File: src/rtl/div_unit.sv
// Iterative restoring divider for DIV/DIVU: holds the EX request, produces
// {remainder, quotient} after WIDTH steps and handshakes with start_i/ready_o.
module div_unit #(
  parameter int WIDTH = 32,
  parameter int CNT_W = 6
) (
  input  logic               clk,
  input  logic               rst,
  input  logic               signed_div_i,
  input  logic [WIDTH-1:0]   operand_1_i,
  input  logic [WIDTH-1:0]   operand_2_i,
  input  logic               start_i,
  input  logic               annul_i,
  output logic [2*WIDTH-1:0] result_o,
  output logic               ready_o
);

  typedef enum logic [1:0] {
    S_IDLE    = 2'd0,
    S_BY_ZERO = 2'd1,
    S_ON      = 2'd2,
    S_END     = 2'd3
  } state_t;

  state_t             state_q;
  logic [CNT_W-1:0]   cnt_q;
  logic [WIDTH-1:0]   rem_q;
  logic [WIDTH-1:0]   quo_q;
  logic [WIDTH-1:0]   dvs_q;
  logic               neg_quo_q;
  logic               neg_rem_q;
  logic [2*WIDTH-1:0] result_q;
  logic               ready_q;

  logic [WIDTH:0]     trial_s;
  logic [WIDTH-1:0]   rem_step_d;
  logic [WIDTH-1:0]   quo_step_d;
  logic [WIDTH-1:0]   quo_fin_s;
  logic [WIDTH-1:0]   rem_fin_s;

  function automatic logic [WIDTH-1:0] twos_neg(input logic [WIDTH-1:0] x);
    return ~x + {{(WIDTH-1){1'b0}}, 1'b1};
  endfunction

  function automatic logic [WIDTH-1:0] cond_neg(input logic [WIDTH-1:0] x, input logic neg);
    return neg ? twos_neg(x) : x;
  endfunction

  // Trial subtract of the divisor from the next partial remainder (one extra bit for the borrow).
  assign trial_s = {rem_q, quo_q[WIDTH-1]} - {1'b0, dvs_q};

  // One restoring step: keep the difference when it did not borrow.
  always_comb begin
    rem_step_d = {rem_q[WIDTH-2:0], quo_q[WIDTH-1]};
    quo_step_d = {quo_q[WIDTH-2:0], 1'b0};
    if (!trial_s[WIDTH]) begin
      rem_step_d = trial_s[WIDTH-1:0];
      quo_step_d = {quo_q[WIDTH-2:0], 1'b1};
    end else begin
      rem_step_d = {rem_q[WIDTH-2:0], quo_q[WIDTH-1]};
      quo_step_d = {quo_q[WIDTH-2:0], 1'b0};
    end
  end

  // Signed results: quotient negative on sign mismatch, remainder follows the dividend.
  assign quo_fin_s = cond_neg(quo_q, neg_quo_q);
  assign rem_fin_s = cond_neg(rem_q, neg_rem_q);

  // Sequencing FSM with registered result and ready.
  always_ff @(posedge clk or negedge rst) begin
    if (!rst) begin
      state_q   <= S_IDLE;
      cnt_q     <= {CNT_W{1'b0}};
      rem_q     <= {WIDTH{1'b0}};
      quo_q     <= {WIDTH{1'b0}};
      dvs_q     <= {WIDTH{1'b0}};
      neg_quo_q <= 1'b0;
      neg_rem_q <= 1'b0;
      result_q  <= {(2*WIDTH){1'b0}};
      ready_q   <= 1'b0;
    end else begin
      case (state_q)
        S_IDLE: begin
          ready_q  <= 1'b0;
          result_q <= {(2*WIDTH){1'b0}};
          if (start_i && !annul_i) begin
            neg_quo_q <= signed_div_i & (operand_1_i[WIDTH-1] ^ operand_2_i[WIDTH-1]);
            neg_rem_q <= signed_div_i & operand_1_i[WIDTH-1];
            quo_q     <= cond_neg(operand_1_i, signed_div_i & operand_1_i[WIDTH-1]);
            dvs_q     <= cond_neg(operand_2_i, signed_div_i & operand_2_i[WIDTH-1]);
            rem_q     <= {WIDTH{1'b0}};
            cnt_q     <= {CNT_W{1'b0}};
            if (operand_2_i == {WIDTH{1'b0}}) begin
              state_q <= S_BY_ZERO;
            end else begin
              state_q <= S_ON;
            end
          end else begin
            state_q <= S_IDLE;
          end
        end
        S_BY_ZERO: begin
          ready_q  <= 1'b0;
          result_q <= {(2*WIDTH){1'b0}};
          if (annul_i) begin
            state_q <= S_IDLE;
          end else begin
            state_q <= S_END;
          end
        end
        S_ON: begin
          if (annul_i) begin
            state_q  <= S_IDLE;
            ready_q  <= 1'b0;
            result_q <= {(2*WIDTH){1'b0}};
          end else if (cnt_q == CNT_W'(WIDTH)) begin
            state_q  <= S_END;
            ready_q  <= 1'b1;
            result_q <= {rem_fin_s, quo_fin_s};
          end else begin
            rem_q <= rem_step_d;
            quo_q <= quo_step_d;
            cnt_q <= cnt_q + {{(CNT_W-1){1'b0}}, 1'b1};
          end
        end
        S_END: begin
          // The zero-divisor path arrives here with ready low and raises it now.
          if (annul_i || !start_i) begin
            state_q  <= S_IDLE;
            ready_q  <= 1'b0;
            result_q <= {(2*WIDTH){1'b0}};
          end else begin
            state_q <= S_END;
            ready_q <= 1'b1;
          end
        end
        default: begin
          state_q  <= S_IDLE;
          ready_q  <= 1'b0;
          result_q <= {(2*WIDTH){1'b0}};
        end
      endcase
    end
  end

  assign result_o = result_q;
  assign ready_o  = ready_q;

endmodule

File: config.mk
export PLATFORM = sky130hd
export DESIGN_NAME = div_unit
export DESIGN_NICKNAME = d
export VERILOG_FILES = /design/src/rtl/div_unit.sv
export SDC_FILE = /design/constraint.sdc
export NUM_CORES = 1
export LEC_CHECK = 0
export BUFFER_PORTS_ARGS = -buffer_cell sky130_fd_sc_hd__buf_2
export CAP_MARGIN = 10
export CORE_AREA = 2 2 147 149
export DETAILED_ROUTE_END_ITERATION = 8
export DIE_AREA = 0 0 149 151
export PLACE_DENSITY_LB_ADDON = 0.12
export SLEW_MARGIN = 20
export SYNTH_ARGS = -nofsm -noshare
export SYNTH_HDL_FRONTEND = slang
export SYNTH_SLANG_ARGS = --single-unit
File: constraint.sdc
create_clock -name clk -period 3.1 [get_ports clk]
set_input_delay 0.31 -clock clk [delete_from_list [all_inputs] [get_ports clk]]
set_output_delay 0.31 -clock clk [all_outputs]
set_load 0.005 [all_outputs]
* Word-level counts from Yosys, hierarchy flattened
Index checks and enable logic that the tools add are counted.
Storage, ports and cells: flip-flop bits (word level) 171, bits of input ports 69, logic and storage cells 76
Cells by class: $add $sub $neg 6, eq/ne operators 9, mux-type cells 33, bitwise logic cells 8, reductions and logical operators 11
Operators with widths (count):
- 32-bit 2-to-1 mux | 11
- 64-bit 2-to-1 mux | 3
- 64-bit one-hot mux with 3 select lines | 1
- 32-bit by 1-bit adder with 32-bit output, second input constant | 4
- 32-bit inverter | 4
- 32-bit one-hot mux with 2 select lines | 2
- 33-bit by 32-bit subtractor with 33-bit output | 1
- 32-bit logical NOT | 1
- 6-bit 2-to-1 mux | 3
- 2-bit 2-to-1 mux | 6
- 6-bit one-hot mux with 2 select lines | 1
- 2-bit inequality test, second input constant | 4
- 2-bit one-hot mux with 4 select lines | 1
- 6-bit by 1-bit adder with 6-bit output, second input constant | 1
- 6-bit == test, second input constant | 1
- 2-bit == test, second input constant | 2
- 1-bit 2-to-1 mux | 4
- 2-bit AND reduction | 2
- 4-bit AND reduction | 1
- 1-bit bitwise AND | 3
- 3-bit inequality test, second input constant | 1
- 1-bit one-hot mux with 3 select lines | 1
- 2-bit by 1-bit == test with 1-bit output, second input constant | 1
- 1-bit logical NOT | 2
- 6 further kinds | 6

* Longest topological paths before layout
Gate-level depths: netlist (run 1).
depth in word-level cells 6, depth in mapped cells 14, depth with buffers taken out 12

* Worst setup path after synthesis (run 1)
OpenSTA, ideal clock, no wires.
path kind register to register, start point register quo_q[31], end point register rem_q[21], library setup time 135 ps, data arrival time 3141 ps, data required time 2965 ps, path slack -176 ps, cell stages (with the launch flop) 14, buffers on the path 2, period minus slack after synthesis 3276 ps, cell sequence dfrtp_1 inv_1 ha_1 fa_1 nand2b_1 a21oi_1 o221ai_1 a2111o_1 a311o_1 a311oi_1 buf_4 buf_6 mux2i_1 o21ai_0
Between the ends: longest elaborated chain between the ends 5
Ends and longest elaborated chain:
- start: declaration | line 28 | logic [WIDTH-1:0] quo_q;
- start signal: assignment | line 75 | quo_q <= {WIDTH{1'b0}};
- start signal: assignment | line 89 | quo_q <= cond_neg(operand_1_i, signed_div_i & operand_1_i[WIDTH-1]);
- start signal: assignment | line 122 | quo_q <= quo_step_d;
- 33-bit by 32-bit subtractor with 33-bit output | line 50 | assign trial_s = {rem_q, quo_q[WIDTH-1]} - {1'b0, dvs_q};
- 32-bit 2-to-1 mux | line 56 | if (!trial_s[WIDTH]) begin
- 32-bit 2-to-1 mux | line 116 | end else if (cnt_q == CNT_W'(WIDTH)) begin
- 32-bit 2-to-1 mux | line 112 | if (annul_i) begin
- 32-bit one-hot mux with 2 select lines | line 82 | case (state_q)
- end signal: assignment | line 74 | rem_q <= {WIDTH{1'b0}};
- end signal: assignment | line 91 | rem_q <= {WIDTH{1'b0}};
- end signal: assignment | line 121 | rem_q <= rem_step_d;
- end: declaration | line 27 | logic [WIDTH-1:0] rem_q;
Every way passes these cells. The select of a mux whose other input is x is not followed. A chain may end at the register's enable or synchronous reset.

* Worst setup path after layout (run 1)
start point register dvs_q[0], end point register rem_q[25]
Between the ends: longest elaborated chain between the ends 5
Ends and longest elaborated chain:
- start: declaration | line 29 | logic [WIDTH-1:0] dvs_q;
- start signal: assignment | line 76 | dvs_q <= {WIDTH{1'b0}};
- start signal: assignment | line 90 | dvs_q <= cond_neg(operand_2_i, signed_div_i & operand_2_i[WIDTH-1]);
- 33-bit by 32-bit subtractor with 33-bit output | line 50
- 32-bit 2-to-1 mux | line 56
- 32-bit 2-to-1 mux | line 116
- 32-bit 2-to-1 mux | line 112
- 32-bit one-hot mux with 2 select lines | line 82
Every way passes these cells. The select of a mux whose other input is x is not followed.

==> results.json, run 1 <==
{
  "violations": "setup timing",
  "wl_met3_mm": 1.28,
  "finalMaxSlewViolations": 0,
  "yosysMostFrequentCell": "nand2_1",
  "ant_nets": 0,
  "fp.dieW_um": 149,
  "holdCritPathClass": "input port to register",
  "nFillCells": 1901,
  "clk_latency_ns": 0.43,
  "reg2reg_from": "dvs_q[0]",
  "diodes": 0,
  "cts_tree": "done",
  "synth_area_leaders": "dfrtp_1 (38%), o21ai_0 (9.1%), nand2_1 (7.5%)",
  "intPower_mw": 5.56,
  "combPwrFrac_pct": 42.4,
  "route.met2.wl_mm": 12.3,
  "syn_nets": 1452,
  "finalSetupViolCount": 31,
  "final.min_clock_period_ns": 3.24,
  "critPathMaxStageDelay_ns": 0.41,
  "io_pins": 134,
  "rrSetupSlack_ns": -0.14,
  "p_sw_mw": 4.01,
  "pre_cts_slack_ns": -0.188,
  "worst-path-max-fanout": 12,
  "grt_overflow": 0,
  "nNetsFinal": 1614,
  "cp.arrival_ns": 3.50,
  "finalWirelength_mm": 28.5,
  "firstDrtPassIters": 5,
  "clkPwrFrac_pct": 22.8,
  "yosysUniqueCellTypes": 67,
  "fin_worst_skew_ns": 0.00994,
  "postSynthCellCount": 1341,
  "critPathKind": "register to register",
  "die_height_um": 151,
  "wirelength_met1_mm": 14.6,
  "startpoint_type": "register",
  "syn_area_per_cell_um2": 8.34,
  "dr_total_vias": 10000,
  "swShare_pct": 41.9,
  "worstSetupStartpoint": "dvs_q[0]",
  "irDropWorstVdd_v": 0.000448,
  "clock_sink_count": 171,
  "min_period_over_period_pct": 104,
  "grt_pass1_wl_mm": 46.9,
  "syn-cell-area_um2": 11200,
  "worstSetupEndpointType": "register",
  "cellLeakagePower_nw": 6.25,
  "status": "finished with violations",
  "cts-root-buf": "clkbuf_16",
  "cp_data_required_time_ns": 3.36,
  "syn2layout_area_growth_pct": 18.8,
  "holdCritStartpoint": "annul_i",
  "die_area_um2": 22500,
  "p_total_mw": 9.57,
  "worstPathCellList": "ha_4 -> fa_2 -> nand2b_4 -> a21oi_4 -> o221ai_2 -> a2111o_1 -> a311o_1 -> a311oi_4 -> buf_12 -> buf_4 -> mux2i_1 -> o21ai_0",
  "fin_util_pct": 63.8,
  "design_area_um2": 13300,
  "drtIter0Drc": 741,
  "seq_power_share_pct": 34.8,
  "synth_seq_cells": 171,
  "synth_edf_count": 0,
  "grt_pass1_vias": 9326,
  "io_buffers": 133,
  "power_density_nw_per_um2": 720,
  "slew_headroom_pct": 33.9,
  "postLayoutSetupSlackWorst_ns": -0.136,
  "htreeDepth": 4,
  "place_hpwl_mm": 21.4,
  "fmax_mhz": 309,
  "dominantRegCellSynth": "dfrtp_1",
  "yosysTopAreaCellShare_pct": 38.2,
  "fp-row-count": 53,
  "core_region_area_um2": 20800,
  "whs_ns": 0.183,
  "hold_violations": 0,
  "wl_per_cell_um": 15.9,
  "grt_max_degree": 88,
  "drc_errors": 0,
  "tightest_slew_ns": 0.992,
  "routabilityCongestion": 0.916,
  "async_reset_ff_share_pct": 100,
  "synth_common_cells": "nand2_1 (224), o21ai_0 (204), dfrtp_1 (171)",
  "path_clk_slew_ns": 0.07,
  "antenna_found_initial": 0,
  "post-synth-top-area-cell": "dfrtp_1",
  "drv_cap": 0,
  "place_area_um2": 12600,
  "clockBufferDepth": 2,
  "vias_per_cell": 5.59,
  "slowest_stage": "dfrtp_1",
  "topRoutingLayerUsed": "met4",
  "track_usage_pct": 26.1,
  "cts_inserted_buffers": 17,
  "rsz0062_at_grt": "true",
  "yosys_warnings": 0,
  "seq_area_frac_synth_pct": 38.2,
  "start_util_pct": 53.7,
  "layout-drive-gt1-share_pct": 18.5
}
[placed cells by master, fill, tap and decap left out, drive strengths merged, types with 5 or more instances in the layout]
cell type,n
nand2,224
buf,210
o21ai,208
dfrtp,171
xor2,93
a21oi,88
nor2,74
inv,61
xnor2,53
ha,41
mux2i,30
o31ai,27
a21o,21
nor3,20
clkbuf,19
or3,18
nand2b,16
or4,14
nand3,13
o41ai,12
nand4,10
a31oi,8
o211ai,7
and3,6
o21a,6
nor3b,5
nor2b,5
nor4,5
[power by group through the flow]
stage | clock [mW] | combinational (mW) | sequential (mW)
floorplan | 0 | 2.86 | 3.20
global placement | 0 | 3.90 | 3.32
detailed placement | 0 | 3.99 | 3.35
CTS | 2.22 | 4.01 | 3.31
global route | 2.31 | 4.58 | 3.42
finish | 2.18 | 4.06 | 3.33
[repair_timing]
item / 4_1_cts / 5_1_grt
endpoints found under the setup margin: 32 / 40
resized for setup: 4 / 14
endpoints found under the hold margin: 27 / 0
buffers inserted: 0 / 3
pin swaps: 0 / 1
hold buffers: 1 / 0
[registers in the layout (all words and copies together) (netlist names)]
| name | count |
|---|---|
| rem_q | 32 |
| ready_o | 1 |
| neg_rem_q | 1 |
| dvs_q | 32 |
| cnt_q | 6 |
| state_q | 2 |
| quo_q | 32 |
| result_o | 64 |
| neg_quo_q | 1 |
[final cells by class]
| cell class | instances | area (um2) | share of cell area (%) |
|---|---|---|---|
| clock buffers | 19 | 453 | 3.41 |
| clock inverters | 13 | 146 | 1.10 |
| inverters | 52 | 195 | 1.47 |
| repair buffers | 211 | 1310 | 9.86 |
| flip-flops and latches | 171 | 4280 | 32.2 |
| multi-input cells | 1050 | 6570 | 49.4 |
| well taps | 275 | 344 | 2.59 |
[worst paths after layout]
check | endpoint | depth (start not counted)
max | rem_q[25] | 12
min | ready_o | 2
max reg2reg | rem_q[25] | 12
min reg2reg | result_o[57] | 2
max in group asynchronous | quo_q[14] | 3
min in group asynchronous | result_o[7] | 2
[metrics by stage]
| step | cells | TNS, ns |
|---|---|---|
| 6_report | 1791 | -3.09 |
| 5_1_grt | 1791 | -6.66 |
| 4_1_cts | 1788 | -3.31 |
| 3_5_place_dp | 1755 | -4.24 |
| 3_3_place_gp | 1755 | -2.40 |
| 2_1_floorplan | 1341 | 0 |
[cells by family (layout without fill, tap and decap cells)]
logic type	after synthesis	count (layout)	share of synthesized area [%]
xor+xnor	146	146	11.4
compound gates	407	407	21.2
mux	32	32	2.88
flops	171	171	38.2
simple gates	423	423	17.2
fa+ha+maj	42	42	4.76
buf+inv	120	295	4.26
[worst max-delay path, delay by kind of cell (launching register included)]
kind | cells | cell delay, ns
DFF | 1 | 0.41
muxes | 1 | 0.16
buffers and inverters | 2 | 0.34
AOI/OAI and AO/OA | 6 | 1.49
adders and majority gates | 2 | 0.50
and+or+nand+nor | 1 | 0.16
[layer usage]
layer	up-vias	global-route usage, %
li1	5026	-
met1	4705	40.4
met2	245	38.7
met3	29	3.46
met4	0	5.90
met5	-	0
Power figures use the tool's default switching activity.
==> run 2, diff against run 1 <==
--- a/config.mk
+++ b/config.mk
@@ -7,10 +7,11 @@
 export LEC_CHECK = 0
 export BUFFER_PORTS_ARGS = -buffer_cell sky130_fd_sc_hd__buf_2
 export CAP_MARGIN = 10
-export CORE_AREA = 2 2 147 149
+export CORE_AREA = 4 4 149 151
 export DETAILED_ROUTE_END_ITERATION = 8
-export DIE_AREA = 0 0 149 151
+export DIE_AREA = 0 0 153 155
 export PLACE_DENSITY_LB_ADDON = 0.12
+export SKIP_LAST_GASP = 1
 export SLEW_MARGIN = 20
 export SYNTH_ARGS = -nofsm -noshare
 export SYNTH_HDL_FRONTEND = slang
==> results.json, run 2 (same netlist as run 1, synthesis figures left out) <==
{
  "startpoint_type": "register",
  "largest_reg_flops": 64,
  "status": "finished with violations",
  "fp-row-count": 53,
  "grt_overflow": 0,
  "clk_latency_ns": 0.43,
  "rsz0062_at_grt": "true",
  "place_area_um2": 12600,
  "final_common_cell": "nand2_1",
  "cts_tree": "done",
  "nFillCells": 1843,
  "grt_max_degree": 69,
  "multiInputGateArea_um2": 6580,
  "postLayoutSetupSlackWorst_ns": -0.157,
  "finalWirelength_mm": 29.3,
  "tightest_slew_ns": 1.02,
  "die_height_um": 155,
  "grt_pass1_vias": 9407,
  "firstDrtPassIters": 5,
  "layout_common_cells": "nand2_1 (224), o21ai_0 (188), dfrtp_1 (170), buf_2 (132), xor2_1 (93)",
  "htreeDepth": 4,
  "slowest_stage": "dfrtp_1",
  "die_area_um2": 23700,
  "violations": "setup timing",
  "design_area_um2": 13500,
  "finalSetupViolCount": 32,
  "cp_top_family": "compound AO/OA/AOI/OAI gates",
  "whs_ns": 0.172,
  "path_clk_slew_ns": 0.07,
  "drtIter0Drc": 590,
  "drc_errors": 0,
  "antenna_found_initial": 0,
  "layout-drive-gt1-share_pct": 19.2,
  "irDropWorstVdd_v": 0.000716,
  "grt_pass1_wl_mm": 47.6,
  "setup_tns_ns": -3.19,
  "cellLeakagePower_nw": 6.31,
  "routabilityCongestion": 0.945,
  "pre_cts_slack_ns": -0.228,
  "drv_cap": 0,
  "hold_violations": 0,
  "holdCritPathClass": "input port to register",
  "dp_cells": 1752,
  "worst-path-max-fanout": 14,
  "vias_per_cell": 5.57,
  "cts_inserted_buffers": 17,
  "worstPathCellList": "ha_4 -> fa_2 -> nand2b_4 -> a21oi_4 -> o221ai_2 -> a2111o_1 -> a311o_1 -> a311oi_4 -> buf_6 -> buf_12 -> mux2i_1 -> o21ai_0",
  "fp.dieW_um": 153,
  "cp.arrival_ns": 3.54,
  "worstSetupEndpointType": "register",
  "io_buffers": 133,
  "critPathKind": "register to register",
  "wl_per_cell_um": 16.2,
  "hold_path_depth": 2,
  "nNetsFinal": 1627,
  "diodes": 0,
  "path_buf_inv": 2,
  "cp_data_required_time_ns": 3.38,
  "power_density_nw_per_um2": 716,
  "crit_cells": 12,
  "cts-root-buf": "clkbuf_16",
  "start_util_pct": 53.7,
  "fmax_mhz": 307,
  "dr_total_vias": 10000,
  "place_hpwl_mm": 21.5,
  "syn2layout_area_growth_pct": 20.2,
  "io_pins": 134,
  "seq_area_um2": 4280,
  "finalMaxSlewViolations": 0,
  "core_region_area_um2": 20800,
  "critPathMaxStageDelay_ns": 0.41,
  "ant_nets": 0,
  "min_period_over_period_pct": 105,
  "final_cell_count_no_fill": 1803,
  "ff2ff_path_depth": 12,
  "clock_sink_count": 171,
  "slew_headroom_pct": 31.8,
  "final.min_clock_period_ns": 3.26,
  "track_usage_pct": 24.2,
  "clockBufferDepth": 2,
  "fin_worst_skew_ns": 0.00802
}
==> run 2: changes by cell type in the layout (fill, tap and decap cells not counted), sizes merged <==
cell      delta
inv          -6
clkinvlp     +3
clkinv       +1
clkbuf       +1
buf         +13
==> run 2: area by class of cell <==
cell class	count	share of cell area, %
clock buffers	20	3.40
clock inverters	11	0.828
multi-input cells	1050	48.9
inverters	52	1.45
well taps	275	2.56
repair buffers	224	11.0
flip-flops and latches	171	31.8
==> run 2: timing repair <==
action                                  CTS  global route
hold buffers                              1             0
gates cloned                              3             0
gates resized for setup                  17            23
pin swaps                                 4             8
endpoints found under the hold margin    66             0
endpoints found under the setup margin   33            42
buffers inserted                          7             9
==> run 2: worst paths after layout <==
kind                            slack [ns]           end          from
worst max-delay path                 -0.16     rem_q[23]      dvs_q[0]
worst min-delay path                  0.17       ready_o       annul_i
worst max register to register       -0.16     rem_q[23]      dvs_q[0]
worst min register to register        0.47  result_o[24]  result_o[24]
max in group asynchronous             1.88  result_o[38]           rst
min in group asynchronous             0.44   result_o[6]           rst
==> run 2: layer usage <==
| metal | routed length [um] | track usage (%) |
|---|---|---|
| met5 | 0 | 0 |
| met4 | 247 | 5.18 |
| met3 | 1620 | 3.12 |
| met2 | 12800 | 36.8 |
| met1 | 14700 | 37.2 |
==> run 2: report_power, final <==
group	internal (mW)	total, mW	switching (mW)
sequential	2.77	3.35	0.572
clock	1.16	2.10	0.944
combinational	1.69	4.19	2.50
total	5.63	9.64	4.01
==> run 2: stage by stage <==
stage                     power [mW]  utilization (%)
after floorplan                 6.06                -
after global placement          7.26             60.4
after detailed placement        7.36             60.4
after CTS                       9.52             63.9
after global routing            10.4             64.6
final                           9.64             64.6
==> run 3, diff against run 2 <==
--- a/config.mk
+++ b/config.mk
@@ -7,9 +7,9 @@
 export LEC_CHECK = 0
 export BUFFER_PORTS_ARGS = -buffer_cell sky130_fd_sc_hd__buf_2
 export CAP_MARGIN = 10
-export CORE_AREA = 4 4 149 151
+export CORE_AREA = 2 2 147 149
 export DETAILED_ROUTE_END_ITERATION = 8
-export DIE_AREA = 0 0 153 155
+export DIE_AREA = 0 0 149 151
 export PLACE_DENSITY_LB_ADDON = 0.12
 export SKIP_LAST_GASP = 1
 export SLEW_MARGIN = 20
==> results.json, run 3 (same netlist as run 1, synthesis figures left out) <==
{
  "cp_top_family": "compound AO/OA/AOI/OAI gates",
  "syn2layout_area_growth_pct": 19.4,
  "p_total_mw": 9.59,
  "status": "finished with violations",
  "routabilityCongestion": 0.916,
  "grt_pass1_wl_mm": 46.9,
  "clockBufferDepth": 2,
  "ant_nets": 0,
  "finalWirelength_mm": 28.7,
  "worstPathCellList": "ha_4 -> fa_2 -> nand2b_4 -> a21oi_4 -> o221ai_2 -> a2111o_1 -> a311o_1 -> a21oi_1 -> a311oi_4 -> buf_12 -> clkbuf_16 -> o311ai_0",
  "layout-drive-gt1-share_pct": 18.7,
  "cts_inserted_buffers": 17,
  "grt_pass1_vias": 9326,
  "diodes": 0,
  "irDropWorstVdd_v": 0.000452,
  "clk_latency_ns": 0.44,
  "drv_cap": 0,
  "cts_tree": "done",
  "worstSetupEndpointType": "register",
  "io_buffers": 133,
  "cp_data_required_time_ns": 3.40,
  "dr_total_vias": 9985,
  "place_hpwl_mm": 21.4,
  "htreeDepth": 4,
  "power_density_nw_per_um2": 718,
  "cp.arrival_ns": 3.66,
  "critPathKind": "register to register",
  "vias_per_cell": 5.57,
  "place_area_um2": 12600,
  "path_clk_slew_ns": 0.07,
  "grt_overflow": 0,
  "track_usage_pct": 26.1,
  "wl_per_cell_um": 16.0,
  "fin_util_pct": 64.2,
  "io_pins": 134,
  "min_period_over_period_pct": 108,
  "fin_worst_skew_ns": 0.0106,
  "slew_headroom_pct": 33.4,
  "drtIter0Drc": 738,
  "pre_cts_slack_ns": -0.188,
  "antenna_found_initial": 0,
  "nNetsFinal": 1616,
  "final_common_cell": "nand2_1",
  "drc_errors": 0,
  "core_region_area_um2": 20800,
  "fmax_mhz": 298,
  "rsz0062_at_grt": "true",
  "slowest_stage": "a2111o_1",
  "die_area_um2": 22500,
  "firstDrtPassIters": 5,
  "postLayoutSetupSlackWorst_ns": -0.259,
  "design_area_um2": 13400,
  "cts-root-buf": "clkbuf_16",
  "start_util_pct": 53.7,
  "largest_reg_flops": 64,
  "clock_sink_count": 171,
  "cellLeakagePower_nw": 6.27,
  "finalSetupViolCount": 33,
  "violations": "setup timing",
  "grt_max_degree": 88,
  "tightest_slew_ns": 0.999,
  "path_buf_inv": 2,
  "fp-row-count": 53,
  "worst-path-max-fanout": 7,
  "fp.dieW_um": 149,
  "die_height_um": 151,
  "finalMaxSlewViolations": 0,
  "final.min_clock_period_ns": 3.36,
  "critPathMaxStageDelay_ns": 0.46,
  "startpoint_type": "register",
  "hold_violations": 0,
  "holdCritPathClass": "input port to register",
  "layout_common_cells": "nand2_1 (223), o21ai_0 (195), dfrtp_1 (171), buf_2 (132), xor2_1 (93)"
}
[run 3: power breakdown]
group / internal (mW) / switching, mW
clock network: 1.19 / 1.00
registers: 2.77 / 0.559
logic: 1.61 / 2.47
[run 3: layout make-up]
class,instances,area (um2)
multi-input combinational,1050,6580
tap,275,344
timing repair buffer,213,1370
clock buffer,19,453
sequential,171,4280
fill,1887,7460
clock inverter,13,146
inverter,52,195
[run 3: what timing repair did]
action,4_1_cts,5_1_grt
hold endpoints to repair,27,0
setup endpoints to repair,32,40
resized for setup,0,25
hold buffers,1,0
pin swaps,0,6
gates cloned,0,2
buffers inserted,0,3
[run 3: worst paths after layout]
kind / start / endpoint / slack [ns] / cells past startpoint
min in group asynchronous: rst / result_o[7] / 0.49 / 2
max in group asynchronous: rst / quo_q[14] / 1.61 / 3
min: annul_i / ready_o / 0.16 / 2
min reg2reg: result_o[57] / result_o[57] / 0.47 / 2
max reg2reg: dvs_q[0] / rem_q[2] / -0.26 / 12
max: dvs_q[0] / rem_q[2] / -0.26 / 12
[run 3: per-layer routing]
| metal | GRT usage (%) | up-vias | share of wire (%) |
|---|---|---|---|
| li1 | - | 5027 | - |
| met1 | 40.4 | 4673 | 50 |
| met2 | 38.7 | 258 | 43 |
| met3 | 3.46 | 27 | 5.6 |
| met4 | 5.90 | 0 | 1.1 |
| met5 | 0 | - | 0 |
[run 3: metrics by stage]
| step | instances | TNS (ns) | hold slack, ns |
|---|---|---|---|
| 2_1_floorplan | 1341 | 0 | 0.0144 |
| 3_3_place_gp | 1755 | -2.40 | 0.441 |
| 3_5_place_dp | 1755 | -4.24 | 0.447 |
| 4_1_cts | 1788 | -4.33 | 0.159 |
| 5_1_grt | 1793 | -10.52 | 0.170 |
| 6_report | 1793 | -6.33 | 0.161 |
